**src/rtl/coremesh_arb_pkg.sv**
```systemverilog
// coremesh_arb_pkg: shared state encoding and default sizes for the coremesh Wishbone arbiter
package coremesh_arb_pkg;

    typedef enum logic {
        ARB_IDLE = 1'b0,
        ARB_BUSY = 1'b1
    } arb_state_t;

    localparam int DEF_ADR_WIDTH      = 32;
    localparam int DEF_DAT_WIDTH      = 32;
    localparam int DEF_TGC_WIDTH      = 4;
    localparam int DEF_N_INITIATORS   = 4;
    localparam int DEF_TIMEOUT_CYCLES = 255;
    localparam int TO_CNT_WIDTH       = 16;

endpackage

```
**src/rtl/coremesh_rr_pick.sv**
```systemverilog
// coremesh_rr_pick: rotating-priority pick, first request after the last-served index wins
module coremesh_rr_pick #(
    parameter int N_INITIATORS = 4,
    localparam int LW = $clog2(N_INITIATORS)
) (
    input  logic [N_INITIATORS-1:0] req,
    input  logic [LW-1:0]           last,
    output logic [N_INITIATORS-1:0] pick,
    output logic                    valid
);

    logic [LW-1:0] idx;

    // scan last+1, last+2, ... wrapping, and keep the first hit
    always_comb begin
        pick  = '0;
        valid = 1'b0;
        idx   = '0;
        for (int i = 1; i <= N_INITIATORS; i++) begin
            idx = LW'((int'(last) + i) % N_INITIATORS);
            if (!valid && req[idx]) begin
                pick[idx] = 1'b1;
                valid     = 1'b1;
            end
        end
    end

endmodule

```
**src/rtl/coremesh_wb_rr_arbiter.sv**
```systemverilog
// coremesh_wb_rr_arbiter: round-robin N-to-1 Wishbone arbiter; COREMESH_ARB_TIMEOUT_EN adds a BUSY watchdog
module coremesh_wb_rr_arbiter
    import coremesh_arb_pkg::*;
#(
    parameter int ADR_WIDTH      = DEF_ADR_WIDTH,
    parameter int DAT_WIDTH      = DEF_DAT_WIDTH,
    parameter int TGC_WIDTH      = DEF_TGC_WIDTH,
    parameter int N_INITIATORS   = DEF_N_INITIATORS,
    parameter int TIMEOUT_CYCLES = DEF_TIMEOUT_CYCLES
) (
    input  logic                              clock,
    input  logic                              reset,
    input  logic [N_INITIATORS*ADR_WIDTH-1:0] i_adr,
    input  logic [N_INITIATORS*DAT_WIDTH-1:0] i_dat_w,
    output logic [DAT_WIDTH-1:0]              i_dat_r,
    input  logic [N_INITIATORS-1:0]           i_cyc,
    input  logic [N_INITIATORS-1:0]           i_stb,
    input  logic [N_INITIATORS-1:0]           i_we,
    input  logic [N_INITIATORS*DAT_WIDTH/8-1:0] i_sel,
    input  logic [N_INITIATORS*TGC_WIDTH-1:0] i_tgc,
    output logic [N_INITIATORS-1:0]           i_ack,
    output logic [N_INITIATORS-1:0]           i_err,
    output logic [ADR_WIDTH-1:0]              t_adr,
    output logic [DAT_WIDTH-1:0]              t_dat_w,
    input  logic [DAT_WIDTH-1:0]              t_dat_r,
    output logic                              t_cyc,
    output logic                              t_stb,
    output logic                              t_we,
    output logic [DAT_WIDTH/8-1:0]            t_sel,
    output logic [TGC_WIDTH-1:0]              t_tgc,
    input  logic                              t_ack,
    input  logic                              t_err,
    output logic [N_INITIATORS-1:0]           grant_o
);

    localparam int SW = DAT_WIDTH / 8;
    localparam int LW = $clog2(N_INITIATORS);

    if (N_INITIATORS < 2 || N_INITIATORS > 8)
        $error("N_INITIATORS must be 2..8");
    if (TIMEOUT_CYCLES < 1 || TIMEOUT_CYCLES >= 2 ** TO_CNT_WIDTH)
        $error("TIMEOUT_CYCLES does not fit the watchdog counter");

    arb_state_t state, state_nx;
    logic [N_INITIATORS-1:0] grant, grant_nx, req, pick;
    logic [LW-1:0] owner, owner_nx, last, last_nx, pick_idx;
    logic pick_valid, busy, done, timeout;

    logic [ADR_WIDTH-1:0] adr_a [N_INITIATORS];
    logic [DAT_WIDTH-1:0] dat_a [N_INITIATORS];
    logic [SW-1:0]        sel_a [N_INITIATORS];
    logic [TGC_WIDTH-1:0] tgc_a [N_INITIATORS];

    for (genvar k = 0; k < N_INITIATORS; k++) begin : g_unpack
        assign adr_a[k] = i_adr[k*ADR_WIDTH +: ADR_WIDTH];
        assign dat_a[k] = i_dat_w[k*DAT_WIDTH +: DAT_WIDTH];
        assign sel_a[k] = i_sel[k*SW +: SW];
        assign tgc_a[k] = i_tgc[k*TGC_WIDTH +: TGC_WIDTH];
    end

    assign req  = i_cyc & i_stb;
    assign busy = state == ARB_BUSY;

    coremesh_rr_pick #(.N_INITIATORS(N_INITIATORS)) u_pick (
        .req   (req),
        .last  (last),
        .pick  (pick),
        .valid (pick_valid)
    );

    // one-hot pick to owner index for the data-path muxes
    always_comb begin
        pick_idx = '0;
        for (int k = 0; k < N_INITIATORS; k++)
            if (pick[k]) pick_idx = LW'(k);
    end

`ifdef COREMESH_ARB_TIMEOUT_EN
    logic [TO_CNT_WIDTH-1:0] cnt;

    // watchdog: zero while idle, counts every cycle the owner waits in BUSY
    always_ff @(posedge clock) begin
        cnt <= (reset || !busy) ? '0 : cnt + 1'b1;
    end

    assign timeout = busy && cnt == TO_CNT_WIDTH'(TIMEOUT_CYCLES);
`else
    assign timeout = 1'b0;
`endif

    // a transaction ends on completion, abort, or watchdog expiry
    assign done = busy && (t_ack || t_err || !i_cyc[owner] || timeout);

    // next owner: grant from IDLE, release to IDLE when done
    always_comb begin
        state_nx = state;
        grant_nx = grant;
        owner_nx = owner;
        last_nx  = last;
        if (!busy && pick_valid) begin
            state_nx = ARB_BUSY;
            grant_nx = pick;
            owner_nx = pick_idx;
        end else if (done) begin
            state_nx = ARB_IDLE;
            grant_nx = '0;
            last_nx  = owner;
        end
    end

    // state register; reset leaves initiator 0 first in line
    always_ff @(posedge clock) begin
        if (reset) begin
            state <= ARB_IDLE;
            grant <= '0;
            owner <= '0;
            last  <= LW'(N_INITIATORS - 1);
        end else begin
            state <= state_nx;
            grant <= grant_nx;
            owner <= owner_nx;
            last  <= last_nx;
        end
    end

    assign t_adr   = adr_a[owner];
    assign t_dat_w = dat_a[owner];
    assign t_sel   = sel_a[owner];
    assign t_tgc   = tgc_a[owner];
    assign t_we    = i_we[owner];
    assign t_cyc   = busy && i_cyc[owner] && !timeout;
    assign t_stb   = busy && i_stb[owner] && !timeout;
    assign i_ack   = (busy && t_ack && !timeout) ? grant : '0;
    assign i_err   = (busy && (t_err || timeout)) ? grant : '0;
    assign i_dat_r = t_dat_r;
    assign grant_o = grant;

endmodule

```
**config.mk**
```make
export PLATFORM = sky130hd
export DESIGN_NAME = coremesh_wb_rr_arbiter
export DESIGN_NICKNAME = d
export VERILOG_FILES = /design/src/rtl/coremesh_arb_pkg.sv /design/src/rtl/coremesh_rr_pick.sv /design/src/rtl/coremesh_wb_rr_arbiter.sv
export SDC_FILE = /design/constraint.sdc
export NUM_CORES = 1
export LEC_CHECK = 0
export CELL_PAD_IN_SITES_DETAIL_PLACEMENT = 0
export CELL_PAD_IN_SITES_GLOBAL_PLACEMENT = 1
export CORE_AREA = 3 3 178 180
export CTS_CLUSTER_SIZE = 40
export DETAILED_ROUTE_END_ITERATION = 10
export DIE_AREA = 0 0 181 183
export PLACE_DENSITY = 0.62
export SYNTH_ARGS = -nofsm -noshare
export SYNTH_HDL_FRONTEND = slang
export SYNTH_SLANG_ARGS = --single-unit
```
**constraint.sdc**
```tcl
create_clock -name clock -period 6.3 [get_ports clock]
set_clock_uncertainty 0.05 [all_clocks]
set_input_delay 1.26 -clock clock [delete_from_list [all_inputs] [get_ports clock]]
set_output_delay 1.26 -clock clock [all_outputs]
set_load 0.005 [all_outputs]
```
**Word-level counts from Yosys, hierarchy flattened**

Cells that the tools add are included.

- Multiplexer cells: 51
- Order comparisons: 10
- $add $sub $neg: 4
- Bitwise gates (word level): 6
- Reductions and logical operators: 22

Operators by type and width:

| operator | count |
|---|---|
| $bmux W32 S2 | 2 |
| $mux W32 | 4 |
| $mux W4 | 12 |
| $mux W1 | 18 |
| $bmux W4 S2 | 2 |
| $lt A2 B3 Y1 const B | 5 |
| $bmux W1 S2 | 7 |
| $logic_and A1 B1 Y1 | 13 |
| $or A4 B4 Y4 | 3 |
| $demux W1 S2 | 4 |
| $ge A2 B1 Y1 const B | 4 |
| $logic_not A1 Y1 | 5 |
| $add A2 B1 Y2 const B | 2 |
| $add A2 B2 Y2 const B | 2 |
| $and A4 B4 Y4 | 1 |
| $mux W2 | 2 |
| $ge A3 B3 Y1 const B | 1 |
| $not A2 Y3 | 1 |
| $logic_or A1 B1 Y1 | 2 |
| $reduce_and A2 Y1 | 1 |
| $reduce_bool A2 Y1 | 1 |
| $not A1 Y1 | 1 |

- Output and inout port bits: 119
- Register bits after elaboration: 9
- Input bits: 336
- Word-level logic and storage cells: 97

**Logic depth before layout (Yosys ltp)**

- Depth in word-level cells: 16
- Mapped depth: 7
- Gate-level depth less buffers: 7

**By module**

Synthesis repeated with hierarchy kept, for this count alone.

- Cells, all modules: 229
- Area, all modules: 2910.3 sq um

Modules (own cells, without submodules):

| module | times used | seq. area each (sq um) | cells an instance | area each (sq um) |
|---|---|---|---|---|
| coremesh_wb_rr_arbiter | 1 | 180.2 | 181 | 2494.9 |
| coremesh_rr_pick | 1 | 0.0 | 48 | 415.4 |

**Worst setup path after synthesis**

No wires, ideal clock.

- Kind: input port to output port
- Start point: in i_cyc[3]
- End point: out t_cyc
- Cell stages on the path: 2
- Arrival time: 1.895 ns
- Slack: 3.095 ns
- Required time: 4.990 ns
- Buffers on the path: 0
- Cell sequence: mux4_2 -> and2_1

- Cells in the longest elaborated chain, start to end: 3

RTL lines:

| item | RTL line | text |
|---|---|---|
| start, declared | coremesh_wb_rr_arbiter.sv:16 | `input logic [N_INITIATORS-1:0] i_cyc,` |
| $bmux W1 S2 | coremesh_wb_rr_arbiter.sv:131 | `assign t_cyc = busy && i_cyc[owner] && !timeout;` |
| $mux W1 (implied by the code) | coremesh_wb_rr_arbiter.sv:131 |  |
| $logic_and A1 B1 Y1 | coremesh_wb_rr_arbiter.sv:131 |  |
| end, declared | coremesh_wb_rr_arbiter.sv:26 | `output logic t_cyc,` |

Every way passes these cells. The select of a mux whose other input is x is not followed.

**Final worst setup path**

Ends and elaborated chain as after synthesis.

==> flow_summary.yaml <==
power:
  p_leak_nw: 2.33
  powerDensity_mw_per_mm2: 177
  irDropWorstVdd_mv: 0.0728
floorplan:
  ios: 455
  row_count: 64
  dieHeight_um: 183
  dieWidth_um: 181
  core-area_mm2: 0.0303
  initial_core_util_pct: 9.25
  dieArea_mm2: 0.0331
final_layout:
  final_nets: 912
  final_common_cell: "clkdlybuf4s50_1"
  multiInputGateArea_mm2: 0.00228
  syn_to_final_growth_pct: 149
  antenna_cells: 0
  final_cell_mix: "390 x clkdlybuf4s50_1, 79 x mux4_2, 16 x nand2_1, 8 x and3_1, 8 x ha_1"
  n_fill_cell: 3241
  seq_area_um2: 188
  drive_gt1_share_pct: 15.7
global_routing:
  grt_use_met2_pct: 17.5
  grt_usage_pct: 12.5
  overflow: 0
  grt_pass1_vias: 3852
  met3_usage_pct: 7.72
  grt_pass1_wl_um: 29800
  antenna_found_initial: 1
  grt_max_degree: 52
  use_met1_pct: 16.6
  grt-busiest-layer: "met2"
route:
  drt-pass1-iter-count: 4
  vias: 3611
  avgViaCountPerCell: 3.75
  detail_route.wirelength_um: 22300
  drc: 0
  drt_iter0_markers: 136
  ant_nets: 0
  wire_per_inst_um: 23.2
clock_network:
  clkLatencyLatePin_ps: 240
  cts.repair.resized: 0
  cts_root_buffer: "clkbuf_16"
  cts-htree-levels: 1
  postCtsSetupBuffers: 0
  cts_max_path_buffers: 2
  cts_buffers: 3
  path_clk_slew_ps: 40
  holdBufCountCts: 0
  cts_tree: "done"
  clock-sinks: 9
timing:
  setup_slack_ps: 2070
  hold_violations: 0
  max_freq_ghz: 0.236
  period_share_pct: 67.1
  setup_viol: 0
  fin_tns_setup_ps: 0
  fin_crit_ps: 4230
  rsz0062_at_grt: "no"
  drv_slew: 0
  worstMarginPinSlew_ps: 987
  maxSlewHeadroom_pct: 33.3
status:
  status: "finished clean"
logic_synthesis:
  synth_area_mm2: 0.00281
  yosys.cell_types.count: 28
  ys_seq_area_share_pct: 6.42
  synth.net_count: 568
  syn_avg_cell_area_um2: 12.5
  synthCells: 224
  ys_ff_latch: 9
  yosys_warnings: 0
worst_setup_path:
  timing_worst_setup_path_type: "primary input to output pin"
  crit_path_end_kind: "output pin"
  worstPathArrival_ps: 2920
  cp_max_fo: 3
  worst_ep_required_time_ps: 4990
  start_kind: "primary input"
placed_design:
  gp_congestion: 0.752
  portBuffers: 390
  dpl_worst_slack_ps: 2030
  hpwl_um: 19700
job:
  max_cap_violations: 0
worst_hold_path:
  worstHoldPathType: "register to register"
## sequential cells by signal (all words and copies together) (netlist names)
name / cells
last: 2
grant_o: 4
busy: 1
owner: 2
## per-stage QoR
step	utilization, %	total power, mW	cells	hold slack (ps)	instance area [um2]
after floorplan	-	0.504	224	419	2810
after global placement	22.8	1.16	959	434	6910
after detailed placement	22.8	1.15	959	438	6910
after CTS	23.0	1.27	963	444	6990
after global routing	23.0	1.33	963	479	6990
final	23.0	1.24	963	441	6990
## critical path: stages
cell,delay [ps]
clkdlybuf4s50_1,450
mux4_2,540
and2_1,200
clkdlybuf4s50_1,470
## worst paths after layout
check / endpoint / slack [ps] / startpoint / depth (start not counted)
hold reg to reg: grant_o[1] / 440 / grant_o[1] / 2
setup reg to reg: owner[0] / 3650 / last[0] / 7
setup / recovery: t_cyc / 2070 / i_cyc[3] / 4
hold / removal: grant_o[1] / 440 / grant_o[1] / 2
## cell type report
cell class / count / share of cell area (%)
Inverter: 3 / 0.161
Tap cell: 396 / 7.09
Clock buffer: 3 / 1.07
Multi-Input combinational cell: 159 / 32.6
Clock inverter: 1 / 0.0716
Timing Repair Buffer: 392 / 56.3
Sequential cell: 9 / 2.69
## synthesized netlist by cell type, drive strengths merged
master | count | share of area [%]
o22ai | 2 | 0.45
dfxtp | 9 | 6.4
and3 | 8 | 1.8
mux2i | 1 | 0.36
ha | 8 | 3.6
a311oi | 2 | 0.62
o21bai | 1 | 0.27
o2111ai | 1 | 0.31
a211o | 3 | 0.94
clkbuf | 8 | 1.1
nor3 | 6 | 1.1
inv | 3 | 0.40
a21oi | 5 | 0.89
o21ai | 4 | 0.71
mux4 | 79 | 63
nor2 | 5 | 0.67
nor2b | 1 | 0.22
buf | 45 | 11
a41oi | 1 | 0.31
nand3 | 3 | 0.53
nand2 | 16 | 2.1
a211oi | 1 | 0.27
a31oi | 5 | 1.1
and2 | 7 | 1.6
## cell families (layout without fill, tap and decap cells)
logic type | Yosys count | in the layout | synth area share (%)
adders and majority gates | 8 | 8 | 3.57
and+or+nand+nor | 46 | 46 | 8.07
DFF | 9 | 9 | 6.42
AOI/OAI and AO/OA | 25 | 25 | 5.89
muxes | 80 | 80 | 63.8
buffers and inverters | 56 | 399 | 12.3
## metal layers
| metal | vias to the layer above | share of wire, % |
|---|---|---|
| li1 | 1609 | - |
| met1 | 1757 | 42 |
| met2 | 216 | 42 |
| met3 | 27 | 14 |
| met4 | 2 | 1.5 |
| met5 | - | 0.058 |
## report_power, final
part / switching, mW / total (mW) / internal [mW] / leakage (nW)
clock network: 0.0285 / 0.112 / 0.0837 / 0.0409
registers: 0.0755 / 0.143 / 0.0677 / 0.0757
logic: 0.347 / 0.980 / 0.633 / 2.21
total: 0.451 / 1.24 / 0.785 / 2.33
(Power assumes the default switching activity.)
